File: config.mk
export PLATFORM = sky130hd
export DESIGN_NAME = dq_write_sequencer
export DESIGN_NICKNAME = d
export VERILOG_FILES = /design/src/rtl/dq_write_sequencer.sv
export SDC_FILE = /design/constraint.sdc
export NUM_CORES = 1
export LEC_CHECK = 0
export CAP_MARGIN = 20
export CORE_UTILIZATION = 50
export DETAILED_ROUTE_END_ITERATION = 10
export HOLD_SLACK_MARGIN = 0.05
export PLACE_DENSITY_LB_ADDON = 0.2
export SLEW_MARGIN = 10
export SYNTH_ARGS = -nofsm -noshare
export SYNTH_HDL_FRONTEND = slang
export SYNTH_SLANG_ARGS = --single-unit
File: constraint.sdc
create_clock -name clk -period 6.8 [get_ports clk]
set_input_delay 1.7 -clock clk [delete_from_list [all_inputs] [get_ports clk]]
set_output_delay 1.7 -clock clk [all_outputs]
set_load 0.05 [all_outputs]
File: src/rtl/dq_write_sequencer.sv
// DDR3 byte-lane write burst sequencer: takes one BL8 burst per handshake and emits per-cycle
// 4-beat nibbles, DM, DQS and tristate controls for the OSERDES, with DQS pre/postamble.
module dq_write_sequencer #(
  parameter int LANES      = 8,
  parameter int PRE_CYCLES = 1
) (
  input  logic                 clk,
  input  logic                 rst,
  input  logic                 wr_valid,
  output logic                 wr_ready,
  input  logic [8*LANES-1:0]   wr_data,
  input  logic [7:0]           wr_mask,
  output logic [4*LANES-1:0]   dq_data,
  output logic [3:0]           dm_data,
  output logic [3:0]           dqs_data,
  output logic                 dq_tri,
  output logic                 dqs_tri,
  output logic                 busy
);

  typedef enum logic [2:0] {
    S_IDLE,
    S_PRE,
    S_BEAT0,
    S_BEAT1,
    S_POST
  } state_e;

  localparam logic [3:0] DQS_TOGGLE = 4'b0101;

  state_e               state_q, state_d;
  logic [1:0]           pre_cnt_q, pre_cnt_d;
  logic [8*LANES-1:0]   data_q, data_d;
  logic [7:0]           mask_q, mask_d;

  logic                 wr_ready_q, wr_ready_d;
  logic [4*LANES-1:0]   dq_data_q, dq_data_d;
  logic [3:0]           dm_data_q, dm_data_d;
  logic [3:0]           dqs_data_q, dqs_data_d;
  logic                 dq_tri_q, dq_tri_d;
  logic                 dqs_tri_q, dqs_tri_d;
  logic                 busy_q, busy_d;

  logic                 accept;
  logic [4*LANES-1:0]   nib_lo, nib_hi;

  assign accept = wr_valid & wr_ready_q;

  // State register: state, preamble counter, burst holding register and all outputs.
  always_ff @(posedge clk or posedge rst) begin
    if (rst) begin
      state_q    <= S_IDLE;
      pre_cnt_q  <= '0;
      // NOTE: the holding register is a handful of flops, so it is reset too; this keeps X off
      // the pins in simulation and costs nothing worth avoiding.
      data_q     <= '0;
      mask_q     <= '0;
      wr_ready_q <= 1'b0;
      dq_data_q  <= '0;
      dm_data_q  <= '0;
      dqs_data_q <= '0;
      dq_tri_q   <= 1'b1;
      dqs_tri_q  <= 1'b1;
      busy_q     <= 1'b0;
    end else begin
      // NOTE: non-blocking assignments so every flop samples the pre-edge values.
      state_q    <= state_d;
      pre_cnt_q  <= pre_cnt_d;
      data_q     <= data_d;
      mask_q     <= mask_d;
      wr_ready_q <= wr_ready_d;
      dq_data_q  <= dq_data_d;
      dm_data_q  <= dm_data_d;
      dqs_data_q <= dqs_data_d;
      dq_tri_q   <= dq_tri_d;
      dqs_tri_q  <= dqs_tri_d;
      busy_q     <= busy_d;
    end
  end

  // Next-state logic; the burst is captured only on the accepting edge.
  always_comb begin
    // NOTE: every comb output gets a default first so no path leaves it unassigned (no latches).
    state_d   = state_q;
    pre_cnt_d = pre_cnt_q;
    data_d    = accept ? wr_data : data_q;
    mask_d    = accept ? wr_mask : mask_q;
    case (state_q)
      S_IDLE: begin
        if (accept) begin
          state_d   = S_PRE;
          pre_cnt_d = 2'(PRE_CYCLES - 1);
        end
      end
      S_PRE: begin
        if (pre_cnt_q == 2'd0) begin
          state_d = S_BEAT0;
        end else begin
          pre_cnt_d = pre_cnt_q - 2'd1;
        end
      end
      S_BEAT0: state_d = S_BEAT1;
      S_BEAT1: state_d = accept ? S_BEAT0 : S_POST;
      S_POST: begin
        if (accept) begin
          state_d   = S_PRE;
          pre_cnt_d = 2'd0;
        end else begin
          state_d = S_IDLE;
        end
      end
      default: state_d = S_IDLE;
    endcase
  end

  // Beat-major burst reshuffled into per-lane nibbles, earliest beat in bit 0.
  always_comb begin
    nib_lo = '0;
    nib_hi = '0;
    for (int k = 0; k < 4; k++) begin
      for (int l = 0; l < LANES; l++) begin
        nib_lo[4*l+k] = data_d[LANES*k+l];
        nib_hi[4*l+k] = data_d[LANES*(k+4)+l];
      end
    end
  end

  // Outputs are decoded from the next state so the registered pins line up with the state.
  always_comb begin
    wr_ready_d = 1'b0;
    busy_d     = 1'b1;
    dq_tri_d   = 1'b1;
    dqs_tri_d  = 1'b1;
    dq_data_d  = '0;
    dm_data_d  = '0;
    dqs_data_d = '0;
    case (state_d)
      S_IDLE: begin
        wr_ready_d = 1'b1;
        busy_d     = 1'b0;
      end
      S_PRE: begin
        dqs_tri_d = 1'b0;
      end
      S_BEAT0: begin
        dq_tri_d   = 1'b0;
        dqs_tri_d  = 1'b0;
        dq_data_d  = nib_lo;
        dm_data_d  = mask_d[3:0];
        dqs_data_d = DQS_TOGGLE;
      end
      S_BEAT1: begin
        wr_ready_d = 1'b1;
        dq_tri_d   = 1'b0;
        dqs_tri_d  = 1'b0;
        dq_data_d  = nib_hi;
        dm_data_d  = mask_d[7:4];
        dqs_data_d = DQS_TOGGLE;
      end
      S_POST: begin
        wr_ready_d = 1'b1;
        dqs_tri_d  = 1'b0;
      end
      default: busy_d = 1'b0;
    endcase
  end

  assign wr_ready = wr_ready_q;
  assign dq_data  = dq_data_q;
  assign dm_data  = dm_data_q;
  assign dqs_data = dqs_data_q;
  assign dq_tri   = dq_tri_q;
  assign dqs_tri  = dqs_tri_q;
  assign busy     = busy_q;

endmodule
==> results of run 1 <==
[routing by layer]
metal	wire, um	up-vias
met4	58	0
met2	4890	81
li1	-	1268
met3	565	5
met5	0	-
met1	4260	1484
[per-stage QoR]
step / hold WS [ns] / cell area [um^2] / total power, mW
after CTS: 0.484 / 6380 / 3.34
after floorplan: 0.447 / 4600 / 2.07
after global placement: 0.463 / 5800 / 2.40
final: 0.482 / 6380 / 3.31
after detailed placement: 0.477 / 5800 / 2.43
after global routing: 0.503 / 6380 / 3.47
[layout make-up]
| class | instances | area [um^2] |
|---|---|---|
| clock buffer | 21 | 459 |
| clock inverter | 9 | 126 |
| fill | 591 | 2420 |
| inverter | 5 | 21.3 |
| multi-input combinational | 135 | 1500 |
| sequential | 118 | 2960 |
| tap | 108 | 135 |
| timing repair buffer | 120 | 1190 |
[logic make-up (layout without fill, tap and decap cells)]
group	Yosys count	in the layout	synth area share (%)
other cells	1	2	0.0815
flops	118	118	64.3
fa+ha+maj	1	1	0.272
simple gates	13	13	1.82
mux	72	72	20.6
buf+inv	27	155	3.65
compound gates	47	47	9.28
[power by group through the flow]
stage / Clock, mW / Combinational [mW] / Sequential (mW)
after floorplan: 0 / 0.691 / 1.38
after global placement: 0 / 1.29 / 1.11
after detailed placement: 0 / 1.31 / 1.12
after CTS: 0.892 / 1.33 / 1.12
after global routing: 0.928 / 1.40 / 1.15
final: 0.879 / 1.32 / 1.11
[registers in the layout, indices dropped and copies added, names as in the netlist]
register   count
wr_ready       1
dq_tri         1
dq_data       32
dqs_data       1
dm_data        4
busy           1
data_q        64
state_q        3
dqs_tri        1
mask_q         8
pre_cnt_q      2
[layout by cell type (no fill, tap or decap), types with 2 or more instances in the layout]
cell type and count:
a21oi_1 3, a311oi_1 2, a32o_1 36, buf_4 4, bufinv_16 3, clkbuf_16 16
clkbuf_8 4, clkdlybuf4s50_1 116, clkinv_2 4, conb_1 2, dfrtp_1 116, dfstp_2 2
inv_1 3, mux2_2 35, mux2_4 37, nand3_1 2, nor2_1 3, o21ai_1 3
[synth_stat cells (all sizes together)]
master,n
nand3,2
dfrtp,116
a31oi,1
o21a,1
conb,1
ha,1
nor3b,1
nand4bb,1
inv,5
mux2,72
a311oi,2
a21oi,3
a32o,36
dfstp,2
buf,22
nor2,4
or4b,1
o21ai,4
and2,1
nand2,2
nand2b,1
[critical path: stages]
cell and delay [ns]:
clkdlybuf4s50_1 0.49, nand2_4 0.31, buf_4 0.75, mux2_2 0.44
a32o_1 0.24
[worst max-delay path by stage]
stage,endpoint,depth (start not counted),start,slack (ns)
final,dq_data[14],5,wr_valid,3.21
after global routing,dq_data[0],5,wr_valid,3.12
after CTS,dq_data[14],5,wr_valid,3.22
after global placement,dq_data[4],5,wr_valid,2.75
after detailed placement,dq_data[16],5,wr_valid,2.72
after floorplan,busy,1,rst,1.97
==> results by group, run 1 <==
Status
  • Status: finished, violations left
  • Failing checks: design-rule violations

Detailed routing
  • Post-route DRC: 11
  • Final wirelength: 9.77 mm
  • Via total after detailed routing: 2838
  • Number of vias per cell: 5.50
  • Pre-antenna DRT Iters: 8
  • Detail Route Antenna Nets: 0
  • First DRT Iteration DRCs: 181
  • Routed WL per cell: 18.9 um

Synth
  • Synth warn: 0
  • Avg Synthesized Cell Area: 16.5 um^2
  • Synth unique cells: 28
  • #FFs+latches synth: 118
  • Most area-consuming cells after synthesis: dfrtp_1 63%, mux2_4 12%, mux2_2 8.6%, a32o_1 7.8%, buf_2 1.5%
  • Cells after Synth: 279
  • Synthesized area: 4600 um^2
  • Yosys top cell area share: 63.1%
  • Seq/Total Area, Yosys: 64.3%
  • Post-synth top area cell: dfrtp_1

Global route
  • Vias in the first global route: around 3100
  • Initial antenna violation count: 0
  • GRT Max-Usage Layer: met2
  • First-pass GRT wire length: roughly 16 mm
  • Met1 Resource Use GR: between 20% and 30%
  • GRT Resource Usage Total: 22.4%
  • M3 GR Usage: 6.59%
  • Pin count of the biggest net entering global routing: 66
  • Grt ovf: 0
  • Met2 GRT Util: 35.7%

Die
  • Die H: 97.9 um
  • Die area: 9590 um^2
  • Die width: 97.9 um
  • FP Rows: 34
  • Initial Util: 52.2%
  • Core area: 8810 um^2
  • Num ports: approximately 120

Layout
  • Nets: 473
  • Final core area utilization: 72.5%
  • Layout area overhead: 38.8%
  • Layout cell share with drive strength beyond 1: 27.5%
  • N_diodes: 0
  • Fin cells: 516

Timing
  • Max Slew Vio Count: 0
  • Max Fclk: about 0.28 GHz
  • Fin crit period: 3.59 ns
  • Relative slew slack: between 30% and 40%
  • Final Skew: 0.0131 ns
  • Final hold viol count: 0
  • Tightest Pin Transition: 0.965 ns
  • Setup ws final: approximately 3.2 ns
  • RSZ-0062 raised after global routing: no
  • Final Setup Violations: 0
  • Setup_tns: 0 ns
  • Final Cycle Share: between 50% and 60%

Critical path
  • Crit Path Max Fanout: 57
  • Reg2reg start: wr_ready
  • RR Endpoint: dq_data[14]
  • Crit path DAT: 3.97 ns
  • R2r setup slk: 4.48 ns
  • Startpoint types: primary input
  • Critical path class: in -> reg
  • R2R cell count: 4
  • Crit end category: flop
  • Worst path required time: 7.18 ns

Clock tree
  • CTS Hold Buffers Added: 0
  • H-tree levels: 4
  • # resized after CTS: 0
  • Num CTS Buffers: 17
  • Clock Latency Late Sink: 0.50 ns
  • Root Driver: clkbuf_8
  • CTS tree: yes
  • Clk slew on worst S/H paths: 0.06 ns
  • CTS sink cnt: 118
  • Clock Path Buffers: 2
  • Postcts setup bufs: 0

Pwr
  • Pwr/cell area: 519 nW/um^2
  • Clock share of power: 26.5%
  • Lkg Pwr: 2.81 nW
  • Logic pwr share: 39.8%
  • Cell Int Power: 2.16 mW
  • Sw Ratio: around a third
  • Psw: 1.15 mW
  • Seq pwr share: 33.6%
  • Worst VDD drop: 378 uV

Placed design
  • Post-DP HPWL: approximately 5.6 mm
  • Dpl cells: 486
  • Place WS: 2.72 ns
  • Number of port buffers: 116
  • GP Congestion: 0.767

Flow run
  • Max cap viols: 0

Hold path
  • Hold Path Origin: pre_cnt_q[0]
  • Min-delay worst type: reg -> reg
  • Worst hold stages: 1
  • Hold endpoint: pre_cnt_q[0]
Note: power is estimated with default switching activity, not from simulation.
==> run 2: changes to the inputs <==
CORE_UTILIZATION = 44   (was 50)
clock period = 3.13 ns   (was 6.8 ns; I/O delays follow)
==> run 2 against run 1 <==
Net effect: the flow now finishes without violations; power increased by 120%; first-iteration DRC count decreased by 43%; critical path depth decreased by 4; die area increased by 13%; largest cell class unchanged; largest power group unchanged.
==> results by group, run 2 (synthesis gave the netlist of run 1 again) <==
Timing
  • Tightest Pin Transition: 0.597 ns (-0.368 ns)
  • Final hold viol count: 0 (unchanged)
  • Max Slew Vio Count: 0 (unchanged)
  • Setup_tns: 0 ns (unchanged)
  • Final Setup Violations: 0 (unchanged)
  • Final Cycle Share: 82.6%
  • Relative slew slack: 60.1% (+25 points)
  • Max Fclk: between 0.3 and 0.4 GHz
  • RSZ-0062 raised after global routing: no
  • Final Skew: 0.00436 ns (-0.00873 ns)
  • Fin crit period: 2.59 ns

Critical path
  • Crit end category: output pin
  • Startpoint types: flop
  • Worst path required time: 2.35 ns (-4.83 ns)
  • Crit Path Max Fanout: 1 (-98%)
  • Crit. path cell count: 1 (-4)
  • R2R cell count: 4 (unchanged)
  • CP max-delay cell: clkdlybuf4s50_1
  • Critical path class: reg -> out
  • Crit path DAT: 1.80 ns (-2.17 ns)
  • WP buf/inv: 1 (-1)
  • Crit-path cells: clkdlybuf4s50_1
  • Family with the most delay on the worst path: buffers and inverters
  • Slowest stage delay, CP: 0.79 ns (+0.04 ns)

Detailed routing
  • Via total after detailed routing: 2781 (-2.0%)
  • Number of vias per cell: 5.08 (-7.6%)
  • Final wirelength: 9.40 mm (-3.8%)
  • Routed WL per cell: 17.2 um (-9.3%)
  • First DRT Iteration DRCs: 104 (-43%)
  • Post-route DRC: 0 (-11)
  • Detail Route Antenna Nets: 0 (unchanged)
  • Pre-antenna DRT Iters: 4 (-4)

Clock tree
  • Root Driver: clkbuf_8
  • H-tree levels: 4 (unchanged)
  • Num CTS Buffers: 17 (unchanged)
  • Clock Path Buffers: 2 (unchanged)
  • CTS sink cnt: 118 (unchanged)
  • Clk slew on worst S/H paths: 0.06 ns (about the same)
  • CTS Hold Buffers Added: 0 (unchanged)
  • CTS tree: yes
  • Postcts setup bufs: 0 (unchanged)
  • Clock Latency Late Sink: 0.50 ns (about the same)
  • # resized after CTS: 0 (unchanged)

Die
  • FP Rows: 36 (+5.9%)
  • Die area: 10900 um^2 (+13%)
  • Num ports: 119 (unchanged)
  • Die H: 104 um (+6.5%)
  • Die width: 104 um (+6.5%)
  • Core area: 9950 um^2 (+13%)
  • Initial Util: 46.2% (-6.0 points)

Pwr
  • Total power: 7.27 mW (+120%)
  • Worst VDD drop: 560 uV (+48%)
  • Pwr/cell area: 1120 nW/um^2 (+120%)
  • Lkg Pwr: 2.84 nW (+1.2%)

Placed design
  • Post-DP HPWL: 5.70 mm (+2.0%)
  • GP Congestion: 0.696 (-9.2%)
  • Number of port buffers: 116 (unchanged)

Hold path
  • Worst hold stages: 1 (unchanged)
  • Min-delay worst type: reg -> reg

Layout
  • Layout cell share with drive strength beyond 1: 28.5% (+1.1 points)
  • Most flops, register: data_q
  • N_diodes: 0 (unchanged)
  • Layout area overhead: 41.6%
  • Nets: 477 (+0.85%)
  • Number of flip-flops under the largest register name: 64 (unchanged)
  • Most frequent cells in the layout: 116 x dfrtp_1, 116 x clkdlybuf4s50_1, 37 x mux2_4, 36 x a32o_1, 35 x mux2_2

Global route
  • Initial antenna violation count: 0 (unchanged)
  • GRT Resource Usage Total: 18.7% (-3.7 points)
  • First-pass GRT wire length: 15.5 mm (-4.7%)
  • Grt ovf: 0 (unchanged)
  • Pin count of the biggest net entering global routing: 64 (-3.0%)
  • Vias in the first global route: 3038 (-1.7%)

Status
  • Status: finished, final reports clean

Flow run
  • Max cap viols: 0 (unchanged)
==> run 2: cell types whose count changed in the layout (fill, tap and decap cells not counted) <==
cell        change
buf_12          +3
buf_4           +1
bufinv_16       +1
clkbuf_8        -2
clkinv_4        +1
clkinvlp_4      +3
inv_4           -1
==> run 2: layer usage <==
metal  vias up  track usage (%)  routed length [um]
li1       1275                -                   -
met1      1399             24.1                4240
met2        99             28.3                4380
met3         8             7.52                 694
met4         0             7.04                  84
met5         -                0                   0
==> run 2: layout make-up <==
| type | instances | area [um^2] |
|---|---|---|
| inverter | 5 | 22.5 |
| clock buffer | 19 | 432 |
| multi-input combinational | 135 | 1500 |
| timing repair buffer | 124 | 1260 |
| tap | 133 | 166 |
| clock inverter | 13 | 180 |
| sequential | 118 | 2960 |
| fill | 746 | 3440 |
==> run 2: stage by stage <==
stage          instance area [um^2]  util [%]  hold slack, ns  worst slack, ns  instances
2_1_floorplan                  4610         -           0.447            0.908        280
3_3_place_gp                   5900      59.3           0.466            0.644        515
3_5_place_dp                   5900      59.3           0.473            0.607        515
4_1_cts                        6510      65.4           0.484            0.509        547
5_1_grt                        6510      65.4           0.489            0.490        547
6_report                       6510      65.4           0.488            0.543        547
==> run 2: worst paths after layout <==
path	slack [ns]	end	start
hold / removal	0.49	pre_cnt_q[0]	pre_cnt_q[0]
hold reg to reg	0.49	pre_cnt_q[0]	pre_cnt_q[0]
min in group asynchronous	0.60	dqs_data[0]	rst
setup reg to reg	1.26	dq_data[20]	state_q[0]
max in group asynchronous	1.86	data_q[25]	rst
setup / recovery	0.54	dq_tri	dq_tri
==> run 2: power breakdown <==
| part | total (mW) | leakage [nW] | internal, mW | switching, mW |
|---|---|---|---|---|
| clock network | 1.98 | 0.294 | 1.31 | 0.667 |
| logic | 2.88 | 1.12 | 1.28 | 1.59 |
| registers | 2.42 | 1.43 | 2.18 | 0.234 |
| total | 7.27 | 2.84 | 4.77 | 2.49 |
